[src/rtl/alu_issue_stage.sv]
// ALU issue stage: decodes a MIPS instruction into ALU control and operands
// and holds the result in a one-entry valid/ready output register.
module alu_issue_stage (
    input  logic        clk,
    input  logic        rst_n,
    input  logic [31:0] instr,
    input  logic [31:0] pc,
    input  logic [31:0] rs_data,
    input  logic [31:0] rt_data,
    input  logic        in_valid,
    input  logic        out_ready,
    input  logic        flush,
    output logic        in_ready,
    output logic        out_valid,
    output logic [3:0]  alu_control,
    output logic [31:0] operand_A,
    output logic [31:0] operand_B,
    output logic [4:0]  dest_reg,
    output logic        reg_write,
    output logic        illegal
);

    localparam logic [3:0] C_ADD  = 4'h0;
    localparam logic [3:0] C_SUB  = 4'h1;
    localparam logic [3:0] C_AND  = 4'h2;
    localparam logic [3:0] C_OR   = 4'h3;
    localparam logic [3:0] C_XOR  = 4'h4;
    localparam logic [3:0] C_NOR  = 4'h5;
    localparam logic [3:0] C_SLL  = 4'h6;
    localparam logic [3:0] C_SRL  = 4'h7;
    localparam logic [3:0] C_SRA  = 4'h8;
    localparam logic [3:0] C_SLT  = 4'h9;
    localparam logic [3:0] C_PASB = 4'hB;
    localparam logic [3:0] C_LINK = 4'hC;

    logic [5:0]  w_op;
    logic [5:0]  w_funct;
    logic [4:0]  w_rt;
    logic [4:0]  w_rd;
    logic [4:0]  w_shamt;
    logic [15:0] w_imm;
    logic [31:0] w_sext;
    logic [31:0] w_zext;
    logic        w_unused;

    assign w_op     = instr[31:26];
    assign w_rt     = instr[20:16];
    assign w_rd     = instr[15:11];
    assign w_shamt  = instr[10:6];
    assign w_funct  = instr[5:0];
    assign w_imm    = instr[15:0];
    assign w_sext   = {{16{w_imm[15]}}, w_imm};
    assign w_zext   = {16'h0000, w_imm};
    assign w_unused = ^instr[25:21];

    logic [3:0]  w_ctrl;
    logic [31:0] w_a;
    logic [31:0] w_b;
    logic [4:0]  w_dest;
    logic        w_rw;
    logic        w_ill;

    always_comb begin
        w_ctrl = C_ADD;
        w_a    = rs_data;
        w_b    = rt_data;
        w_dest = w_rt;
        w_rw   = 1'b1;
        w_ill  = 1'b0;
        case (w_op)
            6'h00: begin
                w_dest = w_rd;
                case (w_funct)
                    6'h20, 6'h21: w_ctrl = C_ADD;
                    6'h22, 6'h23: w_ctrl = C_SUB;
                    6'h24:        w_ctrl = C_AND;
                    6'h25:        w_ctrl = C_OR;
                    6'h26:        w_ctrl = C_XOR;
                    6'h27:        w_ctrl = C_NOR;
                    6'h2A, 6'h2B: w_ctrl = C_SLT;
                    6'h00: begin w_ctrl = C_SLL; w_a = {27'b0, w_shamt}; end
                    6'h02: begin w_ctrl = C_SRL; w_a = {27'b0, w_shamt}; end
                    6'h03: begin w_ctrl = C_SRA; w_a = {27'b0, w_shamt}; end
                    6'h04: begin w_ctrl = C_SLL; w_a = {27'b0, rs_data[4:0]}; end
                    6'h06: begin w_ctrl = C_SRL; w_a = {27'b0, rs_data[4:0]}; end
                    6'h07: begin w_ctrl = C_SRA; w_a = {27'b0, rs_data[4:0]}; end
                    6'h09: begin w_ctrl = C_LINK; w_b = pc; end
                    default: w_ill = 1'b1;
                endcase
            end
            6'h08, 6'h09: begin w_ctrl = C_ADD; w_b = w_sext; end
            6'h0A, 6'h0B: begin w_ctrl = C_SLT; w_b = w_sext; end
            6'h0C: begin w_ctrl = C_AND; w_b = w_zext; end
            6'h0D: begin w_ctrl = C_OR;  w_b = w_zext; end
            6'h0E: begin w_ctrl = C_XOR; w_b = w_zext; end
            6'h0F: begin w_ctrl = C_PASB; w_b = {w_imm, 16'h0000}; end
            6'h23: begin w_ctrl = C_ADD; w_b = w_sext; end
            6'h2B: begin w_ctrl = C_ADD; w_b = w_sext; w_rw = 1'b0; end
            6'h04, 6'h05: begin w_ctrl = C_SUB; w_rw = 1'b0; end
            6'h03: begin w_ctrl = C_LINK; w_b = pc; w_dest = 5'd31; end
            default: w_ill = 1'b1;
        endcase
        // Illegal entries still issue, but with a fully zeroed payload
        if (w_ill) begin
            w_ctrl = C_ADD;
            w_a    = 32'h0;
            w_b    = 32'h0;
            w_dest = 5'd0;
            w_rw   = 1'b0;
        end
    end

    logic        r_valid;
    logic [3:0]  r_ctrl;
    logic [31:0] r_a;
    logic [31:0] r_b;
    logic [4:0]  r_dest;
    logic        r_rw;
    logic        r_ill;
    logic        w_in_ready;
    logic        w_load;

    assign w_in_ready = (!r_valid || out_ready) && !flush;
    assign w_load     = in_valid && w_in_ready;

    always_ff @(posedge clk or negedge rst_n) begin
        if (!rst_n) begin
            r_valid <= 1'b0;
            r_ctrl  <= 4'h0;
            r_a     <= 32'h0;
            r_b     <= 32'h0;
            r_dest  <= 5'd0;
            r_rw    <= 1'b0;
            r_ill   <= 1'b0;
        end else if (flush) begin
            r_valid <= 1'b0;
        end else if (w_load) begin
            r_valid <= 1'b1;
            r_ctrl  <= w_ctrl;
            r_a     <= w_a;
            r_b     <= w_b;
            r_dest  <= w_dest;
            r_rw    <= w_rw;
            r_ill   <= w_ill;
        end else if (out_ready) begin
            r_valid <= 1'b0;
        end
    end

    assign in_ready    = w_in_ready;
    assign out_valid   = r_valid;
    assign alu_control = r_ctrl;
    assign operand_A   = r_a;
    assign operand_B   = r_b;
    assign dest_reg    = r_dest;
    assign reg_write   = r_rw;
    assign illegal     = r_ill;

endmodule

[config.mk]
export PLATFORM = sky130hd
export DESIGN_NAME = alu_issue_stage
export DESIGN_NICKNAME = d
export VERILOG_FILES = /design/src/rtl/alu_issue_stage.sv
export SDC_FILE = /design/constraint.sdc
export NUM_CORES = 1
export LEC_CHECK = 0
export CORE_MARGIN = 5
export CORE_UTILIZATION = 27
export DETAILED_ROUTE_END_ITERATION = 8
export PLACE_DENSITY = 0.6
export SLEW_MARGIN = 20
export SYNTH_ARGS = -nofsm -noshare
export SYNTH_HDL_FRONTEND = slang
export SYNTH_SLANG_ARGS = --single-unit
[constraint.sdc]
create_clock -name clk -period 4.5 [get_ports clk]
set_clock_uncertainty 0.1 [all_clocks]
set_input_delay 0.9 -clock clk [delete_from_list [all_inputs] [get_ports clk]]
set_output_delay 0.9 -clock clk [all_outputs]
set_load 0.01 [all_outputs]
==> metrics, run 1 <==
Critical Path Max Stage Delay 0.85 ns; r2r endpoint operand_B[0]$_DFFE_PN0P_; CP endpoint kind flop; crit path DAT 3.55 ns; R2R depth 5; launch point of the worst reg-to-reg path out_valid$_DFFE_PN0P_; Fmax 0.292 GHz; GP Congestion 0.812; max-slew violation count 0; core box area 15900 um^2; initial drt markers 300; Cell Chain, Critical Path clkdlybuf4s50_1 > nand2b_4 > or4_1 > a21o_4 > a221oi_1 > o21ai_1; Buffers on Ports 204; clock latency on the worst-skew pair 0.34 ns; TritonCTS Sinks 76; CTS resizes 0; Final HPWL DP 13200 um; CP delay by family, top simple AND/OR/NAND/NOR gates; actual slew at the worst max-slew pin 1.18 ns; reg2reg setup slack 1.71 ns; Hold Path Class flop to flop; die height 137 um; Ports 210; setup TNS 0 ns; Final ANT Viol Nets 0; die footprint 18800 um^2; Period Utilization, post-route 76.2%; Setup Buffers After CTS 0; Netlist cell types 52; drt wl/cell 21.5 um; initial antenna violation count 0; Via Count 4458; count of state elements after synthesis 76; Hold Path Stages 2; root buffer cell clkbuf_16; Leak Pwr 2.82 nW; Reg clk slew, reported paths 0.06 ns; vias in the first global route 4513; hold wc startpoint operand_B[21]$_DFFE_PN0P_; Ant. Diodes 0; most frequent cells in the layout 203 x clkdlybuf4s50_1, 76 x dfrtp_1, 48 x a22o_1; WS Path Type input port to flop; vias per cell 5.38; Mapped Nets 556; RSZ-0062 raised after global routing false; H-tree levels 3; hold buffers post-CTS 0; commonest non-fill, non-tap cell in the layout clkdlybuf4s50_1; Max-cap violations 0; Post-synth EDFFs 0; pwr/cell area 296 nW/um^2; CP Max Fanout 16; first-pass GRT wire length 26400 um; Critical Path RT 4.62 ns; Die W 137 um; Buf/Inv on CP 1; Finished Layout Cells 828; CTS max path bufs 2; GR Util All Layers 18.3%; CTS tree done; syn_area_per_cell 10.3 um^2; fraction of layout cells with a size suffix above 1 8.66%; Placed Cells 813; Final Net Count 742; Synth Flop Type dfrtp_1; Setup violations, final 0; synth warn 0; Remaining DRCs 0; status completed; WHS Endpoint operand_B[21]$_DFFE_PN0P_; slew margin rel. 21.2%; largest net degree at the start of global routing 77; share of flip-flops with an asynchronous set or reset 100%; drt pass-1 iters 6; Syn Inst Count 423; post-route minimum period 3.43 ns; Hold Violations, Final 0; crit path launch type input port; post-synthesis cell area 4360 um^2; Synth-to-Final Area Change 58.0%; Rows 46; CP max stage cell or4_1; Initial Util 27.4%; CTS buffer count 9; WL final 17800 um; maximum vdd drop 0.000144 V; Seq/Total Area, Yosys 43.6%; grt total ovfl 0
==> where the power goes <==
part           leakage (nW)  switching, mW  internal [mW]
sequential             1.03         0.0318          0.741
combinational          1.64          0.216          0.286
clock                 0.151          0.286          0.478
total                  2.82          0.534           1.50
==> through the flow <==
| step | util (%) | area (um^2) | hold slack, ns | total power [mW] | setup slack (ns) |
|---|---|---|---|---|---|
| finish | 43.4 | 6890 | 0.383 | 2.04 | 1.07 |
| global route | 43.4 | 6890 | 0.416 | 2.12 | 0.922 |
| detailed placement | 41.3 | 6570 | 0.375 | 1.29 | 0.692 |
| global placement | 41.3 | 6560 | 0.368 | 1.28 | 0.744 |
| CTS | 43.2 | 6870 | 0.388 | 2.07 | 1.05 |
| floorplan | - | 4360 | 0.416 | 0.983 | 1.67 |
==> worst reg2reg max path: cells and delay by family (launching register included) <==
kind,cells,cell delay [ns]
compound gates,2,0.72
simple gates,3,1.52
flops,1,0.38
==> how the worst max path moves through the flow <==
stage / cells past startpoint / end / start / slack (ns)
floorplan: 8 / operand_B[10]$_DFFE_PN0P_ / instr[31] / 1.67
global placement: 7 / operand_A[16]$_DFFE_PN0P_ / instr[27] / 0.74
detailed placement: 7 / operand_A[20]$_DFFE_PN0P_ / instr[27] / 0.69
CTS: 6 / operand_A[9]$_DFFE_PN0P_ / out_ready / 1.05
global route: 6 / operand_B[16]$_DFFE_PN0P_ / instr[27] / 0.92
finish: 6 / operand_B[16]$_DFFE_PN0P_ / instr[0] / 1.07
==> cell type report <==
type | instances | area (um^2)
fill | 1534 | 9000
multi-input combinational | 299 | 2240
timing repair buffer | 217 | 2150
sequential | 76 | 1900
tap | 216 | 270
clock buffer | 9 | 225
clock inverter | 5 | 78.8
inverter | 6 | 22.5
==> cells in the mapped netlist (4+ instances only) <==
library cell | n | area (um^2)
a221o_1 | 16 | 160
nand3_1 | 7 | 35.0
nor2b_1 | 19 | 119
nand2b_1 | 6 | 37.5
nand2_1 | 42 | 158
buf_2 | 12 | 60.1
a221oi_1 | 7 | 61.3
o21ai_0 | 8 | 40.0
nand3b_1 | 4 | 30.0
a22o_1 | 48 | 420
clkbuf_1 | 20 | 75.1
a21oi_1 | 6 | 30.0
dfrtp_1 | 76 | 1900
a222oi_1 | 16 | 160
o21ai_1 | 38 | 190
inv_1 | 6 | 22.5
nor2_1 | 10 | 37.5
a221oi_2 | 9 | 135
mux2i_1 | 22 | 220
==> layer usage <==
layer | share of wire [%] | GRT usage [%]
met4 | 2.1 | 6.54
met3 | 7.8 | 4.19
met2 | 50 | 31.9
met5 | 0 | 0
met1 | 40 | 22.2
==> cells by family (layout without fill, tap and decap cells) <==
| family | Yosys count | after routing | synth area share (%) |
|---|---|---|---|
| compound gates | 166 | 166 | 31.4 |
| simple gates | 111 | 111 | 14.3 |
| flops | 76 | 76 | 43.6 |
| buf+inv | 48 | 237 | 5.57 |
| mux | 22 | 22 | 5.05 |
No activity file was read; power rests on OpenSTA's default activity.
==> run 2: changes to the inputs <==
Settings changed: PLACE_DENSITY 0.6 to 0.62.
Clock period 4.5 ns to 2.8 ns, I/O delays scaled along.
==> run 2 against run 1 <==
Effect of this change: power grew 56%; combinational power grew 70%; critical path type unchanged; non-clock buffer count is 35 higher; clock power rose by 40%; largest power group unchanged; clock-buffer cell count rose by 3; final area increased by 5.2%.
==> metrics, run 2 (same netlist as run 1, synthesis figures left out) <==
status completed; max-slew violation count 0 (unchanged); Max-cap violations 0 (unchanged); vias in the first global route 4722 (+4.6%); Period Utilization, post-route 96.6%; vias per cell 5.28 (-1.9%); Clk pwr share 33.8% (-3.7 points); post-route minimum period 2.70 ns; WS Path Type input port to flop; Reg power frac 39.2% (+1.3 points); root buffer cell clkbuf_16; hold buffers post-CTS 0 (unchanged); Critical Path RT 2.92 ns (-1.70 ns); Remaining DRCs 0 (unchanged); Setup violations, final 0 (unchanged); GP Congestion 0.798 (-1.7%); first-pass GRT wire length 26800 um (+1.6%); post-route cell area 7250 um^2 (+5.2%); Leak Pwr 3.00 nW (+6.4%); core box area 15900 um^2 (unchanged); maximum vdd drop 0.000216 V (+51%); fillers 1513 (-1.4%); Via Count 4572 (+2.6%); Ports 210 (unchanged); clock latency on the worst-skew pair 0.33 ns (about the same); drt pass-1 iters 8 (+2); Placed Instance Area 6920 um^2 (+5.4%); Buffers on Ports 204 (unchanged); die footprint 18800 um^2 (unchanged); commonest non-fill, non-tap cell in the layout clkdlybuf4s50_1; Final HPWL DP 13600 um (+3.2%); Ant. Diodes 0 (unchanged); initial antenna violation count 0 (unchanged); initial drt markers 282 (-6.0%); Sw Pwr 864 uW (+62%); RSZ-0062 raised after global routing false; Place WS -0.361 ns (-1.05 ns); CTS tree done; crit path DAT 2.82 ns (-0.73 ns); Reg clk slew, reported paths 0.06 ns (about the same); WL final 18100 um (+1.6%); GR Util All Layers 18.6% (+0.28 points); slew margin rel. 44.0% (+23 points); Hold Path Class input port to async pin; crit path launch type input port; setup slack after layout 0.0962 ns (-0.976 ns); Comb power frac 26.9% (+2.3 points); CTS max path bufs 2 (unchanged); CP endpoint kind flop; TritonCTS Sinks 76 (unchanged); CP Max Fanout 16 (unchanged); grt total ovfl 0 (unchanged); actual slew at the worst max-slew pin 0.840 ns (-0.342 ns); most frequent cells in the layout 203 x clkdlybuf4s50_1, 76 x dfrtp_1, 48 x a22o_1; Initial Util 27.4% (unchanged); H-tree levels 3 (unchanged); Final Net Count 778 (+4.9%); sw frac 27.2% (+1.0 points); internal power 2.31 mW (+53%); largest net degree at the start of global routing 77 (unchanged); Die W 137 um (unchanged); Hold Violations, Final 0 (unchanged); die height 137 um (unchanged); pwr/cell area 438 nW/um^2 (+48%); drt wl/cell 20.9 um (-2.9%); Synth-to-Final Area Change 66.2%; CTS buffer count 9 (unchanged); Rows 46 (unchanged); setup TNS 0 ns (unchanged); Fmax 0.370 GHz; fraction of layout cells with a size suffix above 1 14.0% (+5.3 points); Final ANT Viol Nets 0 (unchanged)
==> run 2: through the flow <==
step           std cells  utilization, %  hold WS, ns  total power [mW]
3_3_place_gp         849            43.6        0.368              2.10
5_1_grt              866            45.6        0.228              3.32
6_report             866            45.6        0.162              3.17
3_5_place_dp         849            43.6        0.375              2.12
4_1_cts              865            45.3        0.327              3.21
2_1_floorplan        423               -        0.164              1.58
==> run 2: power by group through the flow <==
stage | Combinational [mW] | Sequential [mW] | Clock [mW]
floorplan | 0.278 | 1.30 | 0
global placement | 0.841 | 1.26 | 0
detailed placement | 0.853 | 1.26 | 0
CTS | 0.857 | 1.25 | 1.11
global route | 0.916 | 1.26 | 1.15
finish | 0.854 | 1.24 | 1.07
==> run 2: layout make-up <==
cell class	count	area, um^2	share of cell area (%)
Multi-Input combinational cell	300	2300	31.8
Timing Repair Buffer	252	2480	34.2
Sequential cell	76	1900	26.2
Clock buffer	12	246	3.40
Tap cell	216	270	3.73
Inverter	6	22.5	0.311
Clock inverter	4	25.0	0.345
==> run 2: layer usage <==
metal / up-vias / routed length [um] / part of all wire (%) / track usage [%]
met5: - / 0 / 0 / 0
met4: 0 / 454 / 2.5 / 7.82
met3: 22 / 1410 / 7.8 / 3.79
met2: 222 / 8600 / 48 / 30.9
met1: 2217 / 7620 / 42 / 23.5
li1: 2111 / - / - / -
==> run 2: critical path, stage by stage <==
cell and delay [ns]:
clkdlybuf4s50_1 0.48, or4_1 0.59, a31o_1 0.29, buf_4 0.15, a21o_4 0.27, a221oi_1 0.37, o21ai_1 0.09
==> run 2: worst paths after layout <==
check                                                  to  cells past startpoint                      from  slack, ns
worst min register to register   operand_A[4]$_DFFE_PN0P_                      2  operand_A[4]$_DFFE_PN0P_       0.38
worst max register to register   operand_A[8]$_DFFE_PN0P_                      5     out_valid$_DFFE_PN0P_       0.41
worst max-delay path            operand_B[16]$_DFFE_PN0P_                      7                 instr[28]        0.1
max in group asynchronous       operand_B[23]$_DFFE_PN0P_                      1                     rst_n       1.94
worst min-delay path            operand_A[12]$_DFFE_PN0P_                      1                     rst_n       0.16
min in group clk                 operand_A[4]$_DFFE_PN0P_                      2  operand_A[4]$_DFFE_PN0P_       0.38
==> run 2: repair_timing <==
| action | CTS | global route |
|---|---|---|
| gates resized for setup | 0 | 6 |
| gates cloned | 0 | 1 |
| endpoints found under the setup margin | 9 | 29 |
| pin swaps | 1 | 1 |
| setup buffers | 0 | 0 |
